### config.mk
export PLATFORM = sky130hd
export DESIGN_NAME = sample_readout
export DESIGN_NICKNAME = d
export VERILOG_FILES = /design/src/rtl/sample_readout.sv
export SDC_FILE = /design/constraint.sdc
export NUM_CORES = 1
export LEC_CHECK = 0
export CAP_MARGIN = 20
export CORE_ASPECT_RATIO = 1.25
export CORE_UTILIZATION = 45
export DETAILED_ROUTE_END_ITERATION = 16
export GPL_ROUTABILITY_DRIVEN = 1
export GPL_TIMING_DRIVEN = 0
export PLACE_DENSITY = 0.74
export RECOVER_POWER = 50
export SYNTH_ARGS = -nofsm -noshare
export SYNTH_HDL_FRONTEND = slang
export SYNTH_SLANG_ARGS = --single-unit
export TNS_END_PERCENT = 20
### constraint.sdc
create_clock -name sys_clk -period 2.8 [get_ports sys_clk]
set_clock_uncertainty 0.2 [all_clocks]
set_input_delay 0.84 -clock sys_clk [delete_from_list [all_inputs] [get_ports sys_clk]]
set_output_delay 0.84 -clock sys_clk [all_outputs]
set_load 0.05 [all_outputs]
### src/rtl/sample_readout.sv
// rtl/sample_readout.sv - dumps the capture buffer as a framed byte stream in trigger-relative order.
// Optional READOUT_CHECKSUM_EN appends a mod-256 sum of header and sample bytes as the final byte.
module sample_readout #(
    parameter int          DATA_WIDTH     = 8,
    parameter int          ADDR_WIDTH     = 11,
    parameter int          PRE_TRIG_DEPTH = 1024,
    parameter logic [7:0]  SYNC_BYTE      = 8'hA5
) (
    input  logic                  sys_clk,
    input  logic                  sys_rst,
    input  logic                  start,
    input  logic [ADDR_WIDTH-1:0] trigger_index,
    output logic [ADDR_WIDTH-1:0] rd_addr,
    input  logic [DATA_WIDTH-1:0] rd_data,
    output logic [7:0]            tx_data,
    output logic                  tx_valid,
    input  logic                  tx_ready,
    output logic                  busy,
    output logic                  done
);

    typedef enum logic [2:0] {
        S_IDLE, S_HDR, S_RD, S_LAT, S_SEND, S_FIN, S_TAIL
    } state_t;

    localparam logic [ADDR_WIDTH-1:0] PRE_OFF  = ADDR_WIDTH'(PRE_TRIG_DEPTH);
    localparam logic [ADDR_WIDTH:0]   LAST_CNT = {1'b0, {ADDR_WIDTH{1'b1}}};

    state_t                state_q, state_d;
    logic [ADDR_WIDTH-1:0] trig_q, trig_d;
    logic [ADDR_WIDTH:0]   cnt_q, cnt_d;
    logic [1:0]            hdr_idx_q, hdr_idx_d;
    logic [ADDR_WIDTH-1:0] rd_addr_q, rd_addr_d;
    logic [7:0]            tx_data_q, tx_data_d;
    logic                  tx_valid_q, tx_valid_d;
    logic                  busy_q, busy_d;
    logic                  done_q, done_d;
    logic                  hs;

    assign hs = tx_valid_q && tx_ready;

`ifdef READOUT_CHECKSUM_EN
    logic [7:0] sum_q, sum_d;

    // Running sum includes the byte being accepted this cycle, so sum_d is the tail value.
    always_comb begin
        sum_d = sum_q;
        if (state_q == S_IDLE) begin
            sum_d = 8'h00;
        end else if (hs && (state_q == S_HDR || state_q == S_SEND)) begin
            sum_d = sum_q + tx_data_q;
        end
    end
`endif

    always_comb begin
        state_d    = state_q;
        trig_d     = trig_q;
        cnt_d      = cnt_q;
        hdr_idx_d  = hdr_idx_q;
        rd_addr_d  = rd_addr_q;
        tx_data_d  = tx_data_q;
        tx_valid_d = tx_valid_q;
        busy_d     = busy_q;
        done_d     = 1'b0;
        case (state_q)
            S_IDLE: begin
                if (start) begin
                    state_d    = S_HDR;
                    trig_d     = trigger_index;
                    cnt_d      = '0;
                    hdr_idx_d  = '0;
                    tx_data_d  = SYNC_BYTE;
                    tx_valid_d = 1'b1;
                    busy_d     = 1'b1;
                end
            end
            S_HDR: begin
                if (hs) begin
                    hdr_idx_d = hdr_idx_q + 1'b1;
                    case (hdr_idx_q)
                        2'd0:    tx_data_d = 8'(trig_q >> 8);
                        2'd1:    tx_data_d = 8'(trig_q);
                        default: begin
                            tx_valid_d = 1'b0;
                            rd_addr_d  = trig_q - PRE_OFF;
                            state_d    = S_RD;
                        end
                    endcase
                end
            end
            S_RD: state_d = S_LAT;
            S_LAT: begin
                tx_data_d  = 8'(rd_data);
                tx_valid_d = 1'b1;
                state_d    = S_SEND;
            end
            S_SEND: begin
                if (hs) begin
                    if (cnt_q == LAST_CNT) begin
`ifdef READOUT_CHECKSUM_EN
                        tx_data_d = sum_d;
                        state_d   = S_TAIL;
`else
                        tx_valid_d = 1'b0;
                        done_d     = 1'b1;
                        busy_d     = 1'b0;
                        state_d    = S_FIN;
`endif
                    end else begin
                        cnt_d      = cnt_q + 1'b1;
                        rd_addr_d  = rd_addr_q + 1'b1;
                        tx_valid_d = 1'b0;
                        state_d    = S_RD;
                    end
                end
            end
            S_TAIL: begin
                if (hs) begin
                    tx_valid_d = 1'b0;
                    done_d     = 1'b1;
                    busy_d     = 1'b0;
                    state_d    = S_FIN;
                end
            end
            S_FIN:   state_d = S_IDLE;
            default: state_d = S_IDLE;
        endcase
    end

    always_ff @(posedge sys_clk or posedge sys_rst) begin
        if (sys_rst) begin
            state_q    <= S_IDLE;
            trig_q     <= '0;
            cnt_q      <= '0;
            hdr_idx_q  <= '0;
            rd_addr_q  <= '0;
            tx_data_q  <= '0;
            tx_valid_q <= 1'b0;
            busy_q     <= 1'b0;
            done_q     <= 1'b0;
`ifdef READOUT_CHECKSUM_EN
            sum_q      <= '0;
`endif
        end else begin
            state_q    <= state_d;
            trig_q     <= trig_d;
            cnt_q      <= cnt_d;
            hdr_idx_q  <= hdr_idx_d;
            rd_addr_q  <= rd_addr_d;
            tx_data_q  <= tx_data_d;
            tx_valid_q <= tx_valid_d;
            busy_q     <= busy_d;
            done_q     <= done_d;
`ifdef READOUT_CHECKSUM_EN
            sum_q      <= sum_d;
`endif
        end
    end

    assign rd_addr  = rd_addr_q;
    assign tx_data  = tx_data_q;
    assign tx_valid = tx_valid_q;
    assign busy     = busy_q;
    assign done     = done_q;

endmodule

# Word level (Yosys, flattened, before mapping)

Index checks and enable logic that the tools add are counted.

Input port bits: 23
Bits in registers: 50

Muxes and demuxes: 35
Equality and inequality tests: 16
Reductions and logical operators: 19
Add/subtract/negate cells: 4

Operators by type and width:

| kind                                                   | number |
|---|---|
| two-way mux 11 bit                                     | 4 |
| two-way mux 12 bit                                     | 3 |
| one-hot mux 12 bit (2 select lines)                    | 1 |
| one-hot mux 8 bit (3 select lines)                     | 1 |
| one-hot mux 11 bit (2 select lines)                    | 1 |
| AND reduction 5 bit                                    | 4 |
| two-way mux 3 bit                                      | 6 |
| one-hot mux 3 bit (6 select lines)                     | 1 |
| two-way mux 8 bit                                      | 2 |
| one-hot mux 8 bit (2 select lines)                     | 1 |
| != test 2 bit (second input constant)                  | 7 |
| adder 12 x 1 -> 12 bit (second input constant)         | 1 |
| equality test 12 x 11 -> 1 bit (second input constant) | 1 |
| adder 11 x 1 -> 11 bit (second input constant)         | 1 |
| subtractor 11 bit (second input constant)              | 1 |
| two-way mux 1 bit                                      | 9 |
| AND reduction 4 bit                                    | 2 |
| equality test 3 x 2 -> 1 bit (second input constant)   | 2 |
| equality test 3 bit (second input constant)            | 2 |
| nonzero test 2 bit                                     | 3 |
| nonzero test 3 bit                                     | 2 |
| two-way mux 2 bit                                      | 2 |
| one-hot mux 1 bit (4 select lines)                     | 1 |
| one-hot mux 2 bit (2 select lines)                     | 1 |
| other kinds (14)                                       | 15 |

# Depth between registers and ports, before layout

Word-level depth: 5
Gate-level depth with buffers: 8

# Least setup slack after synthesis

OpenSTA, ideal clock, no wires.

Path type: reg2reg
Start: register rd_addr_q[0], in the netlist rd_addr[0]
End: register rd_addr_q[10], in the netlist rd_addr[10]
Path buffers: 0
Setup slack: 585 ps
Stages on the path, launching flop included: 6
Arrival: 1904 ps
Library setup time: 111 ps
Clock period less this slack: 2215 ps
Cells stage by stage: dfrtp_1 ha_1 and4_1 nand3_1 or3_1 a222oi_1

Cells in the longest elaborated chain, start to end: 4

RTL lines:

| element                             | RTL line | text |
|---|---|---|
| start: declaration                  | 33       | `logic [ADDR_WIDTH-1:0] rd_addr_q, rd_addr_d;` |
| start signal: assignment            | 150      | `rd_addr_q <= rd_addr_d;` |
| adder 11 x 1 -> 11 bit              | 112      | `rd_addr_d = rd_addr_q + 1'b1;` |
| two-way mux 11 bit                  | 100      | `if (cnt_q == LAST_CNT) begin` |
| two-way mux 11 bit                  | 99       | `if (hs) begin` |
| one-hot mux 11 bit (2 select lines) | 66       | `case (state_q)` |

No other way between the ends. The select of a mux whose other input is x is not followed.
A chain may end at the register's enable or synchronous reset.

# Worst setup path in the final report

Start: register rd_addr_q[5], in the netlist rd_addr[5]
End: output port rd_addr[5]

RTL lines:

| element          | RTL line | text |
|---|---|---|
| end: declaration | 13       | `output logic [ADDR_WIDTH-1:0] rd_addr,` |

No word-level cell between the ends.

==> run_results.csv <==
group,metric,value,unit
run_status,status,"finished clean",
die,die_w,72.6,um
place,placed_cells,431,
synth,netlist_area,0.00280,mm^2
global_route,grt_max_degree,27,
place,gp_congestion,0.839,
route,drc,0,
sta,final_hold_viol_count,0,
die,core_area,0.00590,mm^2
clock_tree,clockRootBuffer,"clkbuf_8",
critical_path,crit_type,"reg -> out",
layout,layout.cells.non_filler,437,
die,start_util,47.5,%
route,routed_wirelength,6.73,mm
synth,synth_edf_count,0,
critical_path,cp-end-kind,"primary output",
synth,yosysWarnings,0,
critical_path,slowest_stage,"clkdlybuf4s50_1",
clock_tree,cts_max_level,2,
route,wire_per_inst,15.4,um
die,die_y,90.2,um
layout,area_growth,22.3,%
job,maxCapViolCount,0,
layout,drive_gt1_share,10.1,%
sta,maxSlewHeadroom,35.0,%
worst_hold_path,min-delay-start,"cnt_q[10]",
power,ir_worst_vdd,0.000570,V
layout,fin_nets,382,
global_route,grt_pass1_wl,11.7,mm
synth,syn_inst,304,
die,dieArea,0.00655,mm^2
synth,syn_area_per_cell,9.22,um^2
clock_tree,cts_setup_buffers,0,
synth,synth-seq-cells,50,
sta,finalSetupViolCount,0,
critical_path,start_kind,"flip-flop",
critical_path,reg2reg_from,"cnt_q[0]",
power,p_total,3.52,mW
clock_tree,cts_tree,"built",
worst_hold_path,min_path_type,"reg -> reg",
critical_path,cp_cell_sequence,"clkdlybuf4s50_1",
critical_path,cp.arrival,1.67,ns
synth,synth.net_count,331,
clock_tree,clock-sinks,50,
place,dp_slack,-0.184,ns
route,dr.pass1.iters,5,
sta,fin_crit_sh,96.8,%
route,ant_nets,0,
sta,rsz0062_at_grt,"false",
clock_tree,clkSlewWorstSetupHoldPaths,0.09,ns
sta,slew_viol_final,0,
sta,timing.final.ws_setup,0.0910,ns
synth,synth_cell_types,56,
critical_path,rrSetupSlack,0.49,ns
place,place_area,0.00336,mm^2
synth,synth-main-ff-cell,"dfrtp_1",
critical_path,required,1.76,ns
critical_path,worst-path-buf-inv,1,
critical_path,crit_start,"rd_addr[5]",
sta,finalCriticalPeriod,2.71,ns
global_route,grt_remaining_overflow,0,
clock_tree,cts_made_buffers,5,
clock_tree,hold_buffers,0,
global_route,grt_pass1_vias,2435,
route,drt_iter0_drc,188,
global_route,grt.total_usage,22.4,%
sta,tns,0,ns
place,dp_hpwl,5.01,mm
sta,max_freq,369,MHz
layout,design_area,0.00343,mm^2
global_route,antenna_found_initial,0,
die,ios,45,
critical_path,crit_family,"buffers and inverters",
critical_path,critPathMaxStageDelay,0.86,ns
route,vias,2518,
route,vias_per_cell,5.76,
power,powerDensity,1030,mW/mm^2
sta,hold_slack,0.302,ns
layout,insertedDiodeCount,0,
critical_path,crit_path_max_fanout,8,
place,io_buffer_count,44,
die,fp-row-count,31,
clock_tree,ctsLongestPathBuffers,2,
synth,ys_async_sr_fraction,100,%
power,p_leak,1.46,nW
clock_tree,clk_latency,0.30,ns
sta,worstMarginPinSlew,0.974,ns
synth,yosysSeqAreaShare,44.7,%
layout,final_core_utilization,58.1,%
## cell usage after synthesis (all sizes together), types with 5 or more instances
cell type   n  area [um^2]
a21oi      17         92.6
a221oi      5         43.8
buf        10         52.6
dfrtp      50         1250
inv         9         33.8
mux2       10          113
nand2      63          236
nand3      13         70.1
nand4       5         37.5
nor2       19         78.8
o21ai      16         83.8
o31ai      13         97.6
## cell families (layout without fill, tap and decap cells)
kind of cell | after synthesis | in the layout | synth area share (%)
simple gates | 134 | 134 | 24.4
flops | 50 | 50 | 44.7
compound gates | 79 | 79 | 20.1
buf+inv | 23 | 74 | 3.62
fa+ha+maj | 4 | 4 | 1.79
mux | 14 | 14 | 5.45
## power breakdown
group / switching, mW / internal [mW]
Sequential: 0.287 / 0.975
Combinational: 1.13 / 0.720
Clock: 0.235 / 0.168
## per-layer routing
metal	share of wire, %	vias to the layer above	wire length [um]	global-route usage, %
li1	-	1224	-	-
met1	45	1215	3050	30.4
met4	1.5	0	104	7.03
met5	0	-	0	0
met3	3.7	13	251	3.14
met2	49	66	3320	36.6
## state kept, by name, summed over array words and instances (netlist names)
signal     count
done           1
cnt_q         12
tx_data        8
trig_q        11
tx_valid       1
hdr_idx_q      2
rd_addr       11
state_q        3
busy           1
## timing repair
action	4_1_cts	5_1_grt
hold endpoints to repair	0	0
resized for setup	0	1
setup endpoints to repair	0	4
## placed cells by master (no fill, tap or decap), drive strengths merged, types with 10 or more instances in the layout
| cell type | netlist | layout |
|---|---|---|
| a21oi | 17 | 17 |
| buf | 10 | 10 |
| clkbuf | 4 | 10 |
| clkdlybuf4s50 | 0 | 42 |
| dfrtp | 50 | 50 |
| mux2 | 10 | 10 |
| nand2 | 63 | 63 |
| nand3 | 13 | 13 |
| nor2 | 19 | 19 |
| o21ai | 16 | 16 |
| o31ai | 13 | 13 |
## worst register-to-register path: stages, from the launching register on
cell      delay (ns)
dfrtp_1         0.39
ha_1            0.25
nand4_1         0.23
or4_1           0.54
buf_2           0.17
nand2_1         0.10
buf_4           0.20
a221oi_1        0.11
## final timing paths
check | to | cells past startpoint
setup / recovery | rd_addr[5] | 1
hold / removal | cnt_q[10] | 1
setup reg to reg | rd_addr[3] | 7
hold reg to reg | cnt_q[10] | 1
max in group asynchronous | hdr_idx_q[1] | 3
min in group asynchronous | rd_addr[10] | 2
## final cells by class
| class | count | area [um^2] |
|---|---|---|
| flip-flops and latches | 50 | 1250 |
| multi-input cells | 231 | 1440 |
| well taps | 82 | 103 |
| fillers | 539 | 2470 |
| clock buffers | 5 | 68.8 |
| plain buffers | 13 | 63.8 |
| clock inverters | 2 | 10.0 |
| inverters | 9 | 33.8 |
| repair buffers | 45 | 454 |
Note: power is estimated with default switching activity, not from simulation.
